**src/rtl/rf_operand_fetch.sv**
```systemverilog
// Operand-fetch stage: pending-write scoreboard, RAW/WAW stall, one-entry output buffer.
// Optional writeback-to-operand bypass enabled by defining RF_BYPASS_EN.
module rf_operand_fetch #(
  parameter int BW_DATA = 32,
  parameter int BW_ADDR = 5
) (
  input  logic               i_clk,
  input  logic               i_rst,
  input  logic               i_id_valid,
  output logic               o_id_ready,
  input  logic [BW_ADDR-1:0] i_id_rs0_addr,
  input  logic [BW_ADDR-1:0] i_id_rs1_addr,
  input  logic [BW_ADDR-1:0] i_id_rd_addr,
  input  logic               i_id_rd_en,
  output logic [BW_ADDR-1:0] o_rf_rd_addr0,
  output logic [BW_ADDR-1:0] o_rf_rd_addr1,
  input  logic [BW_DATA-1:0] i_rf_rd_data0,
  input  logic [BW_DATA-1:0] i_rf_rd_data1,
  input  logic               i_wb_valid,
  input  logic [BW_ADDR-1:0] i_wb_addr,
  input  logic [BW_DATA-1:0] i_wb_data,
  output logic               o_ex_valid,
  input  logic               i_ex_ready,
  output logic [BW_DATA-1:0] o_ex_op0,
  output logic [BW_DATA-1:0] o_ex_op1,
  output logic [BW_ADDR-1:0] o_ex_rd_addr,
  output logic               o_ex_rd_en,
  output logic               o_stall
);

  localparam int NREG = 1 << BW_ADDR;

  logic [NREG-1:0]    sb_q, sb_d;
  logic               ex_valid_q, ex_valid_d;
  logic [BW_DATA-1:0] op0_q, op0_d;
  logic [BW_DATA-1:0] op1_q, op1_d;
  logic [BW_ADDR-1:0] rd_addr_q, rd_addr_d;
  logic               rd_en_q, rd_en_d;

  logic byp0, byp1, wb_hit_rd, hazard, accept;

  function automatic logic [BW_DATA-1:0] sel_operand(input logic               byp,
                                                     input logic [BW_DATA-1:0] wb,
                                                     input logic [BW_DATA-1:0] rf);
    return byp ? wb : rf;
  endfunction

  assign o_rf_rd_addr0 = i_id_rs0_addr;
  assign o_rf_rd_addr1 = i_id_rs1_addr;

`ifdef RF_BYPASS_EN
  assign byp0 = i_wb_valid && (i_wb_addr == i_id_rs0_addr);
  assign byp1 = i_wb_valid && (i_wb_addr == i_id_rs1_addr);
`else
  assign byp0 = 1'b0;
  assign byp1 = 1'b0;
`endif

  // A writer retiring this cycle releases its WAW hold on rd immediately.
  assign wb_hit_rd = i_wb_valid && (i_wb_addr == i_id_rd_addr);

  assign hazard = (sb_q[i_id_rs0_addr] && !byp0) ||
                  (sb_q[i_id_rs1_addr] && !byp1) ||
                  (i_id_rd_en && sb_q[i_id_rd_addr] && !wb_hit_rd);

  assign o_id_ready = (!ex_valid_q || i_ex_ready) && !hazard;
  assign accept     = i_id_valid && o_id_ready;
  assign o_stall    = i_id_valid && hazard;

  // Fetch -> output buffer boundary
  always_comb begin
    ex_valid_d = accept || (ex_valid_q && !i_ex_ready);
    op0_d      = op0_q;
    op1_d      = op1_q;
    rd_addr_d  = rd_addr_q;
    rd_en_d    = rd_en_q;
    if (accept) begin
      op0_d     = sel_operand(byp0, i_wb_data, i_rf_rd_data0);
      op1_d     = sel_operand(byp1, i_wb_data, i_rf_rd_data1);
      rd_addr_d = i_id_rd_addr;
      rd_en_d   = i_id_rd_en;
    end
  end

  // Clear first so a same-cycle set on the same register wins.
  always_comb begin
    sb_d = sb_q;
    if (i_wb_valid) sb_d[i_wb_addr] = 1'b0;
    if (accept && i_id_rd_en) sb_d[i_id_rd_addr] = 1'b1;
  end

  always_ff @(posedge i_clk) begin
    if (i_rst) begin
      sb_q       <= '0;
      ex_valid_q <= 1'b0;
      op0_q      <= '0;
      op1_q      <= '0;
      rd_addr_q  <= '0;
      rd_en_q    <= 1'b0;
    end else begin
      sb_q       <= sb_d;
      ex_valid_q <= ex_valid_d;
      op0_q      <= op0_d;
      op1_q      <= op1_d;
      rd_addr_q  <= rd_addr_d;
      rd_en_q    <= rd_en_d;
    end
  end

  assign o_ex_valid   = ex_valid_q;
  assign o_ex_op0     = op0_q;
  assign o_ex_op1     = op1_q;
  assign o_ex_rd_addr = rd_addr_q;
  assign o_ex_rd_en   = rd_en_q;

endmodule
```
**config.mk**
```make
export PLATFORM = sky130hd
export DESIGN_NAME = rf_operand_fetch
export DESIGN_NICKNAME = d
export VERILOG_FILES = /design/src/rtl/rf_operand_fetch.sv
export SDC_FILE = /design/constraint.sdc
export NUM_CORES = 1
export LEC_CHECK = 0
export BUFFER_PORTS_ARGS = -buffer_cell sky130_fd_sc_hd__buf_4
export CELL_PAD_IN_SITES_DETAIL_PLACEMENT = 0
export CELL_PAD_IN_SITES_GLOBAL_PLACEMENT = 1
export CORE_ASPECT_RATIO = 0.5
export CORE_UTILIZATION = 38
export DETAILED_ROUTE_END_ITERATION = 8
export PLACE_DENSITY_LB_ADDON = 0.1
export SKIP_CTS_REPAIR_TIMING = 1
export SLEW_MARGIN = 20
export SYNTH_ARGS = -nofsm -noshare
export SYNTH_HDL_FRONTEND = slang
export SYNTH_SLANG_ARGS = --single-unit
```
**constraint.sdc**
```tcl
create_clock -name i_clk -period 3.47 [get_ports i_clk]
set_input_delay 0 -clock i_clk [delete_from_list [all_inputs] [get_ports i_clk]]
set_output_delay 0 -clock i_clk [all_outputs]
set_load 0.03 [all_outputs]
```
* Yosys cells after proc, flatten, opt, wreduce, memory -nomap -nowiden
Cells that the tools add are included.
Word-level totals: register bits after elaboration 103, word-level logic and storage cells 46
Cells by class: magnitude comparators 6, equality and inequality tests 1, muxes and demuxes 12, bitwise operators 3, reduce and logical (&&, ||, !) cells 18
Operators with widths (number):
- two-way mux 32 bit | 2
- AND 32 bit | 1
- inverter 32 bit | 1
- OR 32 bit | 1
- less-than comparator 5 x 6 -> 1 bit (second input constant) | 4
- binary-select mux 1 bit (select 5 bit) | 3
- demux 1 bit (select 5 bit) | 2
- >= comparator 5 x 1 -> 1 bit (second input constant) | 2
- logical AND 1 bit | 10
- == test 5 bit | 1
- two-way mux 1 bit | 5
- zero test 1 bit | 4
- logical OR 1 bit | 4

* Depth between registers and ports, before layout
Gate-level depths: netlist (run 1).
depth in word-level cells 10, mapped depth 11

* Worst setup path after synthesis (run 1)
OpenSTA, ideal clock, no wires.
kind register -> output, from reg sb_q[15], to out o_id_ready, data arrival time 2.074 ns, data required time 3.470 ns, setup slack 1.396 ns, stages on the path, launching flop included 10, path buffers 2, path through dfxtp_1 mux4_2 a22o_1 a21oi_1 o21ai_1 and2_1 clkbuf_2 clkbuf_1 nor2_1 and2_1
On the way: cells in the longest elaborated chain, start to end 7, elaborated cells between the ends (all ways) 12, classes of those cells mux (6); reduce/logical (6)
RTL lines:
- start, declared | RTL line 33 | logic [NREG-1:0] sb_q, sb_d;
- start signal, assigned | RTL line 94 | sb_q <= '0;
- start signal, assigned | RTL line 101 | sb_q <= sb_d;
- binary-select mux 1 bit (select 5 bit) | RTL line 64 | (i_id_rd_en && sb_q[i_id_rd_addr] && !wb_hit_rd);
- two-way mux 1 bit (not written as such) | RTL line 64
- logical AND 1 bit (2 in a row) | RTL line 64
- logical OR 1 bit (*) | RTL line 63 | (sb_q[i_id_rs1_addr] && !byp1) ||
- zero test 1 bit (*) | RTL line 66 | assign o_id_ready = (!ex_valid_q || i_ex_ready) && !hazard;
- logical AND 1 bit (*) | RTL line 66
- end, declared | RTL line 10 | output logic o_id_ready,
Mark *: on every way between the ends. The rest lies on a longest branch, timed or not. The select of a mux whose other input is x is not followed.

* Worst setup path in the final report (run 1)
from reg sb_q[15], to reg op0_q[10] (netlist: o_ex_op0[10])
On the way: cells in the longest elaborated chain, start to end 8, elaborated cells between the ends (all ways) 13, classes of those cells mux (6); reduce/logical (7)
RTL lines:
- binary-select mux 1 bit (select 5 bit) | RTL line 64
- two-way mux 1 bit (not written as such) | RTL line 64
- logical AND 1 bit (2 in a row) | RTL line 64
- logical OR 1 bit (*) | RTL line 63
- zero test 1 bit (*) | RTL line 66
- logical AND 1 bit (*) | RTL line 66
- logical AND 1 bit (*) | RTL line 67 | assign accept = i_id_valid && o_id_ready;
- end signal, assigned | RTL line 103 | op0_q <= op0_d;
- end, declared | RTL line 35 | logic [BW_DATA-1:0] op0_q, op0_d;
Marked as above. A chain may end at the register's enable or synchronous reset.

==> impl_results.md, run 1 <==
- Global-route wire length before repair: 27,660 um
- Overall power of the completed layout: 2.986 mW
- Clock latency at the later pin of the worst-skew pair: 350 ps
- Die outline height: 84.96 um
- Post-detailed-routing wire length: 17,730 um
- Finish-stage setup viols: 0
- Antenna violations before repair: 0
- Sequential area share after synthesis: 39.43%
- Count of unresolved DRC violations after routing: 0
- Final layout net count: 929
- Result of the run: finished, final reports clean
- Critical path fanouts, max: 51
- Violation count after the first detailed-route iteration: 398
- Via Count: 5,504
- Register bit count reported by yosys: 103
- Routed len/inst: 18.05 um
- Worst setup EP type: flop
- IR Drop Worst-Case VDD: 240.5 uV
- Final worst hold slack: 27.05 ps
- Worst hold-check path type: in2reg
- Worst Tran Pin Value: 803.5 ps
- Total non-filler cell area in the finished layout: 7403 um^2
- Count of unique library cells instantiated by Yosys: 49
- Max Freq: 383.4 MHz
- Slew Limit Fails: 0
- Final hold viol count: 0
- Number of antenna diodes: 0
- Number of placed I/O pins: 205
- Row count: 29
- Element type at the critical path start: flop
- Number of levels the H-tree was split into: 3
- Root Buffer Master: sky130_fd_sc_hd__clkbuf_16
- Area fraction of the dominant cell type after synthesis: 39.43%
- Floorplan die width: 167.9 um
- Area overhead of the layout relative to synthesis: 41.56%
- Sink count of the clock tree: 103
- Fin Setup TNS: 0 ps
- Grt total ovfl: 0
- Vias in the first global route: 5,091
- Clock Skews: 12.76 ps
- Normalized max-slew margin: 46.43%
- Number of synthesized flops with an enable pin: 0
- Worst Setup Path Type: reg2reg
- Leakage dissipation: 2.974 nW
- Post-layout minimum cycle time: 2608 ps
- Routability congestion estimate from global placement: 0.8705
- Worst-case clock buffer depth: 2
- Non-filler instance count after layout: 982
- Overall fraction of global-route tracks in use: 24.55%
- Starting utilization of the core area: 40.15%
- Cell count after synthesis: 622
- RSZ-0062 raised after global routing: false
- Largest cells by area after synthesis: sky130_fd_sc_hd__dfxtp_1 (39%), sky130_fd_sc_hd__nand3_1 (8.6%), sky130_fd_sc_hd__a21oi_1 (7.6%), sky130_fd_sc_hd__o21ai_0 (6.3%), sky130_fd_sc_hd__mux2i_1 (6.1%)
- Net count of the mapped netlist: 744
- Fin crit share: 75.16%
- Proportion of synthesized flip-flops having asynchronous set or reset: 0%
- Cell area after synthesis: 5230 um^2
- Remaining antenna violation count: 0
- Mean instance size in the synthesized netlist: 8.408 um^2
- Reg clk slew, reported paths: 80 ps
- Data required time at the worst endpoint: 3740 ps
- Power density relative to cell area: 403.3 nW/um^2
- Main synth FF type: sky130_fd_sc_hd__dfxtp_1
- Die area: 14,260 um^2
- Area leader, netlist: sky130_fd_sc_hd__dfxtp_1
- Vias per cell: 5.605
- Count of input and output buffers: 172
- Number of CTS-inserted buffers: 9
- TritonCTS clock tree: built
- Detailed Place HPWL: 11,560 um
- Area of the placeable core: 13,030 um^2
- Pre-Repair DR Iteration Count: 5
- Maximum Capacitance Violations: 0
- Total instance count after detailed placement: 901
- Signal arrival time at the worst endpoint: 2880 ps
- Fraction of layout instances using a drive strength above 1: 27.46%
- Cell area reported after detailed placement: 6460 um^2
- Pin count of the biggest net entering global routing: 73
- Synthesis Warnings: 0
==> final timing paths <==
check | startpoint | to | slack, ps | depth (start not counted)
worst min register to register | o_ex_op1[6] | o_ex_op1[6] | 480 | 2
worst max-delay path | sb_q[15] | o_ex_op0[10] | 860 | 8
worst min-delay path | i_id_rd_addr[3] | o_ex_rd_addr[3] | 30 | 3
worst max register to register | sb_q[15] | o_ex_op0[10] | 860 | 8
==> state kept, by name (all words and copies together) (netlist names) <==
register	count
o_ex_op0	32
o_ex_op1	32
o_ex_rd_addr	5
o_ex_rd_en	1
o_ex_valid	1
sb_q	32
==> metal layers <==
metal / part of all wire, % / track usage (%) / vias up
li1: - / - / 2662
met1: 45 / 31.56 / 2630
met2: 46 / 39.58 / 192
met3: 7.3 / 8.396 / 20
met4: 1.2 / 6.255 / 0
met5: 0 / 0 / -
==> synthesized netlist by cell type (2+ instances only) <==
master / number
sky130_fd_sc_hd__dfxtp_1: 103
sky130_fd_sc_hd__nand3_1: 90
sky130_fd_sc_hd__a21oi_1: 79
sky130_fd_sc_hd__o21ai_0: 66
sky130_fd_sc_hd__clkbuf_1: 35
sky130_fd_sc_hd__mux2i_1: 32
sky130_fd_sc_hd__nand2_1: 26
sky130_fd_sc_hd__buf_2: 17
sky130_fd_sc_hd__o211ai_1: 16
sky130_fd_sc_hd__buf_4: 12
sky130_fd_sc_hd__nor2_1: 12
sky130_fd_sc_hd__o31ai_1: 12
sky130_fd_sc_hd__and3_1: 10
sky130_fd_sc_hd__o21ai_1: 10
sky130_fd_sc_hd__mux4_2: 8
sky130_fd_sc_hd__nand3b_1: 7
sky130_fd_sc_hd__a22oi_1: 6
sky130_fd_sc_hd__nor3b_1: 6
sky130_fd_sc_hd__inv_1: 5
sky130_fd_sc_hd__o41ai_1: 5
sky130_fd_sc_hd__nand2b_1: 4
sky130_fd_sc_hd__nor2b_1: 4
sky130_fd_sc_hd__nor4_1: 4
sky130_fd_sc_hd__xor2_1: 4
sky130_fd_sc_hd__a31o_2: 3
sky130_fd_sc_hd__a41o_1: 3
sky130_fd_sc_hd__and3b_1: 3
sky130_fd_sc_hd__buf_1: 3
sky130_fd_sc_hd__buf_6: 3
sky130_fd_sc_hd__nor3_1: 3
sky130_fd_sc_hd__o41ai_2: 3
sky130_fd_sc_hd__or3b_2: 3
sky130_fd_sc_hd__a211oi_1: 2
sky130_fd_sc_hd__and2_1: 2
sky130_fd_sc_hd__clkbuf_2: 2
sky130_fd_sc_hd__nand2_2: 2
sky130_fd_sc_hd__o2111ai_1: 2
sky130_fd_sc_hd__o221ai_1: 2
sky130_fd_sc_hd__o22ai_1: 2
sky130_fd_sc_hd__or3_1: 2
==> cells in the final DEF, fill, tap and decap left out, types with 6 or more instances in the layout <==
cell                              n
sky130_fd_sc_hd__buf_4          180
sky130_fd_sc_hd__dfxtp_1        103
sky130_fd_sc_hd__nand3_1         89
sky130_fd_sc_hd__a21oi_1         79
sky130_fd_sc_hd__o21ai_0         66
sky130_fd_sc_hd__dlygate4sd3_1   65
sky130_fd_sc_hd__mux2i_1         32
sky130_fd_sc_hd__nand2_1         26
sky130_fd_sc_hd__o211ai_1        16
sky130_fd_sc_hd__nor2_1          12
sky130_fd_sc_hd__o31ai_1         12
sky130_fd_sc_hd__o21ai_1         10
sky130_fd_sc_hd__and3_1           9
sky130_fd_sc_hd__clkbuf_16        9
sky130_fd_sc_hd__mux4_2           8
sky130_fd_sc_hd__nand3b_1         7
sky130_fd_sc_hd__a22oi_1          6
sky130_fd_sc_hd__nor3b_1          6
==> worst max-delay path, cell delays in order (launching register included) <==
cell                      delay (ps)
sky130_fd_sc_hd__dfxtp_1         360
sky130_fd_sc_hd__mux4_2          490
sky130_fd_sc_hd__nor2_1          100
sky130_fd_sc_hd__nor4_1           70
sky130_fd_sc_hd__nor4_2          380
sky130_fd_sc_hd__and3_2          340
sky130_fd_sc_hd__buf_4           480
sky130_fd_sc_hd__nand3_1         150
sky130_fd_sc_hd__a21oi_1         150
==> layout make-up <==
class                      instances  area (um^2)
multi-input combinational        442         2795
clock buffer                      10        239.0
fill                            1191         5623
timing repair buffer             246         2022
clock inverter                     6        53.80
tap                              170        212.7
sequential                       103         2062
inverter                           5        18.77
==> through the flow <==
| step | utilization (%) | setup WS, ps |
|---|---|---|
| CTS | 51.84 | 838.8 |
| floorplan | - | 1396 |
| detailed placement | 49.59 | 862.7 |
| global placement | 49.59 | 883.9 |
| global route | 56.83 | 603.8 |
| finish | 56.83 | 861.9 |
==> power by group <==
| part | leakage, nW | switching, mW | internal [mW] | total (mW) |
|---|---|---|---|---|
| Clock | 0.135 | 0.482 | 0.518 | 1.00 |
| Sequential | 0.837 | 0.0280 | 1.24 | 1.27 |
| Combinational | 2.00 | 0.431 | 0.288 | 0.719 |
| Total | 2.97 | 0.941 | 2.05 | 2.99 |
==> logic make-up after synthesis <==
| logic type | after synthesis | share of synthesized area, % |
|---|---|---|
| AO/OA/AOI/OAI | 214 | 24.21 |
| AND/OR/NAND/NOR | 183 | 18.68 |
| flip-flops | 103 | 39.43 |
| buffers and inverters | 77 | 7.273 |
| multiplexers | 40 | 9.569 |
| XOR/XNOR | 5 | 0.8373 |
(Power assumes the default switching activity.)
==> run 2: changes to the inputs <==
CORE_UTILIZATION = 35   (was 38)
clock period = 2.4 ns   (was 3.47 ns; I/O delays follow)
==> impl_results.md, run 2 (same netlist as run 1, synthesis figures left out) <==
- Result of the run: finished, final reports clean
- Combined area of the multi-input logic cells: 2830 um^2 (+1.3%)
- Remaining antenna violation count: 0 (unchanged)
- IR Drop Worst-Case VDD: 327.7 uV (+36%)
- Max Freq: 432.3 MHz
- Final layout net count: 945 (+1.7%)
- Sink count of the clock tree: 103 (unchanged)
- Floorplan die width: 174.9 um (+4.1%)
- Row count: 31 (+6.9%)
- Worst setup EP type: output port
- Worst hold-check path type: in2reg
- Vias per cell: 5.503 (-1.8%)
- Worst Tran Pin Value: 684.1 ps (-119.4 ps)
- Root Buffer Master: sky130_fd_sc_hd__clkbuf_16
- Max incr delay on CP: 490 ps (about the same)
- Total instance count after detailed placement: 944 (+4.8%)
- Overall fraction of global-route tracks in use: 22.51% (-2.0 points)
- Die area: 15,470 um^2 (+8.4%)
- Fraction of layout instances using a drive strength above 1: 29.83% (+2.4 points)
- Critical Path End: o_id_ready
- Worst Setup Path Type: reg2out
- Number of placed I/O pins: 205 (unchanged)
- Starting utilization of the core area: 36.05% (-4.1 points)
- Critical path fanouts, max: 4 (-92%)
- Vias in the first global route: 4,909 (-3.6%)
- RSZ-0062 raised after global routing: true
- Worst-case clock buffer depth: 2 (unchanged)
- Max stage delay cell, worst path: sky130_fd_sc_hd__mux4_2
- Via Count: 5,646 (+2.6%)
- Final worst hold slack: 0.06331 ps (-26.99 ps)
- Buffers and inverters on the worst path: 3 (+2)
- Highest-count cells in the layout ignoring fill and taps: sky130_fd_sc_hd__buf_4 (189), sky130_fd_sc_hd__dfxtp_1 (100), sky130_fd_sc_hd__nand3_1 (88), sky130_fd_sc_hd__a21oi_1 (78), sky130_fd_sc_hd__o21ai_0 (66)
- Number of levels the H-tree was split into: 3 (unchanged)
- Post-detailed-routing wire length: 18,500 um (+4.3%)
- Largest delay contributor family on the critical path: simple AND/OR/NAND/NOR gates
- Power density relative to cell area: 573.8 nW/um^2 (+42%)
- Clock latency at the later pin of the worst-skew pair: 350 ps (about the same)
- Number of cells on the critical path: 10 (+2)
- Antenna violations before repair: 0 (unchanged)
- Global-route wire length before repair: 27,150 um (-1.8%)
- Number of CTS-inserted buffers: 9 (unchanged)
- Post-layout minimum cycle time: 2313 ps
- Grt total ovfl: 0 (unchanged)
- Worst-case reg-to-reg path depth: 6 (-2)
- Fin crit share: 96.39%
- Register area: 2066 um^2 (+0.18%)
- Routability congestion estimate from global placement: 0.8778 (+0.84%)
- Capturing point of the worst reg2reg path: sb_q[16]
- Startpoint of the lowest-slack register-to-register path: sb_q[17]
- Finish-stage setup viols: 0 (unchanged)
- TritonCTS clock tree: built
- Total non-filler cell area in the finished layout: 7672 um^2 (+3.6%)
- Slew Limit Fails: 0 (unchanged)
- Area of the placeable core: 14,510 um^2 (+11%)
- Number of antenna diodes: 0 (unchanged)
- Clock Skews: 14.78 ps (+2.020 ps)
- Cell-by-cell trace of the critical path: mux4_2 -> nor2_1 -> nor4_1 -> nor4_2 -> buf_4 -> buf_4 -> nand3_2 -> nor2_1 -> and2_4 -> buf_6
- Count of input and output buffers: 172 (unchanged)
- Cell area reported after detailed placement: 6670 um^2 (+3.3%)
- Pre-Repair DR Iteration Count: 4 (-1)
- Violation count after the first detailed-route iteration: 370 (-7.0%)
- Final hold viol count: 0 (unchanged)
- Non-filler instance count after layout: 1,026 (+4.5%)
- Reg-to-reg setup timing slack: 100 ps (-760 ps)
- Detailed Place HPWL: 12,080 um (+4.5%)
- Reg clk slew, reported paths: 80 ps (about the same)
- Maximum Capacitance Violations: 0 (unchanged)
- Routed len/inst: 18.03 um (-0.15%)
- Pre-CTS setup slack: 19.05 ps (-843.7 ps)
- Area overhead of the layout relative to synthesis: 46.70%
- Normalized max-slew margin: 54.29% (+7.9 points)
- Filler cells: 1,381 (+16%)
- Count of unresolved DRC violations after routing: 0 (unchanged)
- Leakage dissipation: 3.109 nW (+4.6%)
- Element type at the critical path start: flop
- Most common cell after layout, fill and taps aside: sky130_fd_sc_hd__buf_4
- Pin count of the biggest net entering global routing: 70 (-4.1%)
- Fin Setup TNS: 0 ps (unchanged)
- Worst Setup Slack, final: 86.55 ps (-775.4 ps)
- Signal arrival time at the worst endpoint: 2310 ps (-570 ps)
- Data required time at the worst endpoint: 2400 ps (-1340 ps)
- Crit. Startpoint: sb_q[13]
- Die outline height: 88.44 um (+4.1%)
==> run 2: cell types whose count changed in the layout (fill, tap and decap cells not counted), sizes merged <==
| cell | previous run | this run |
|---|---|---|
| clkinvlp | 3 | 0 |
| buf | 181 | 197 |
| inv | 7 | 9 |
| clkinv | 1 | 3 |
| clkbuf | 10 | 9 |
==> run 2: power breakdown <==
group,switching (mW),total [mW],internal [mW]
clock,0.730,1.47,0.740
sequential,0.0395,1.83,1.79
combinational,0.643,1.10,0.459
total,1.41,4.40,2.99
==> run 2: layout make-up <==
class,instances,share of cell area [%]
flip-flops and latches,103,26.92
inverters,5,0.2446
multi-input cells,442,36.89
clock inverters,7,0.9459
clock buffers,9,2.935
repair buffers,262,28.83
well taps,198,3.229
==> run 2: worst register-to-register path: cells and delay by family, from the launching register on <==
kind,cells,cell delay [ps]
DFF,1,390
muxes,1,480
AOI/OAI and AO/OA,2,540
and+or+nand+nor,3,800
==> run 2: worst min path at each step <==
stage	startpoint	to	slack [ps]	cells after the start
detailed placement	i_id_rs1_addr[3]	o_rf_rd_addr1[3]	270	2
floorplan	i_id_rs0_addr[0]	o_rf_rd_addr0[0]	130	1
CTS	i_rf_rd_data0[11]	o_ex_op0[11]	-110	3
global route	i_ex_ready	o_ex_valid	5	3
finish	i_ex_ready	o_ex_valid	0.06	3
global placement	i_rf_rd_data0[20]	o_ex_op0[20]	260	3
==> run 2: stage by stage <==
| stage | utilization (%) | power (mW) |
|---|---|---|
| after floorplan | - | 2.455 |
| after global placement | 45.98 | 2.864 |
| after detailed placement | 45.98 | 2.866 |
| after CTS | 48.03 | 4.342 |
| after global routing | 52.89 | 4.599 |
| final | 52.89 | 4.402 |
==> run 2: layer usage <==
layer / vias up / share of wire [%] / global-route usage, %
met5: - / 0 / 0
met4: 0 / 1.9 / 6.561
met3: 32 / 8.5 / 8.333
met2: 226 / 45 / 34.13
met1: 2680 / 45 / 30.02
li1: 2708 / - / -
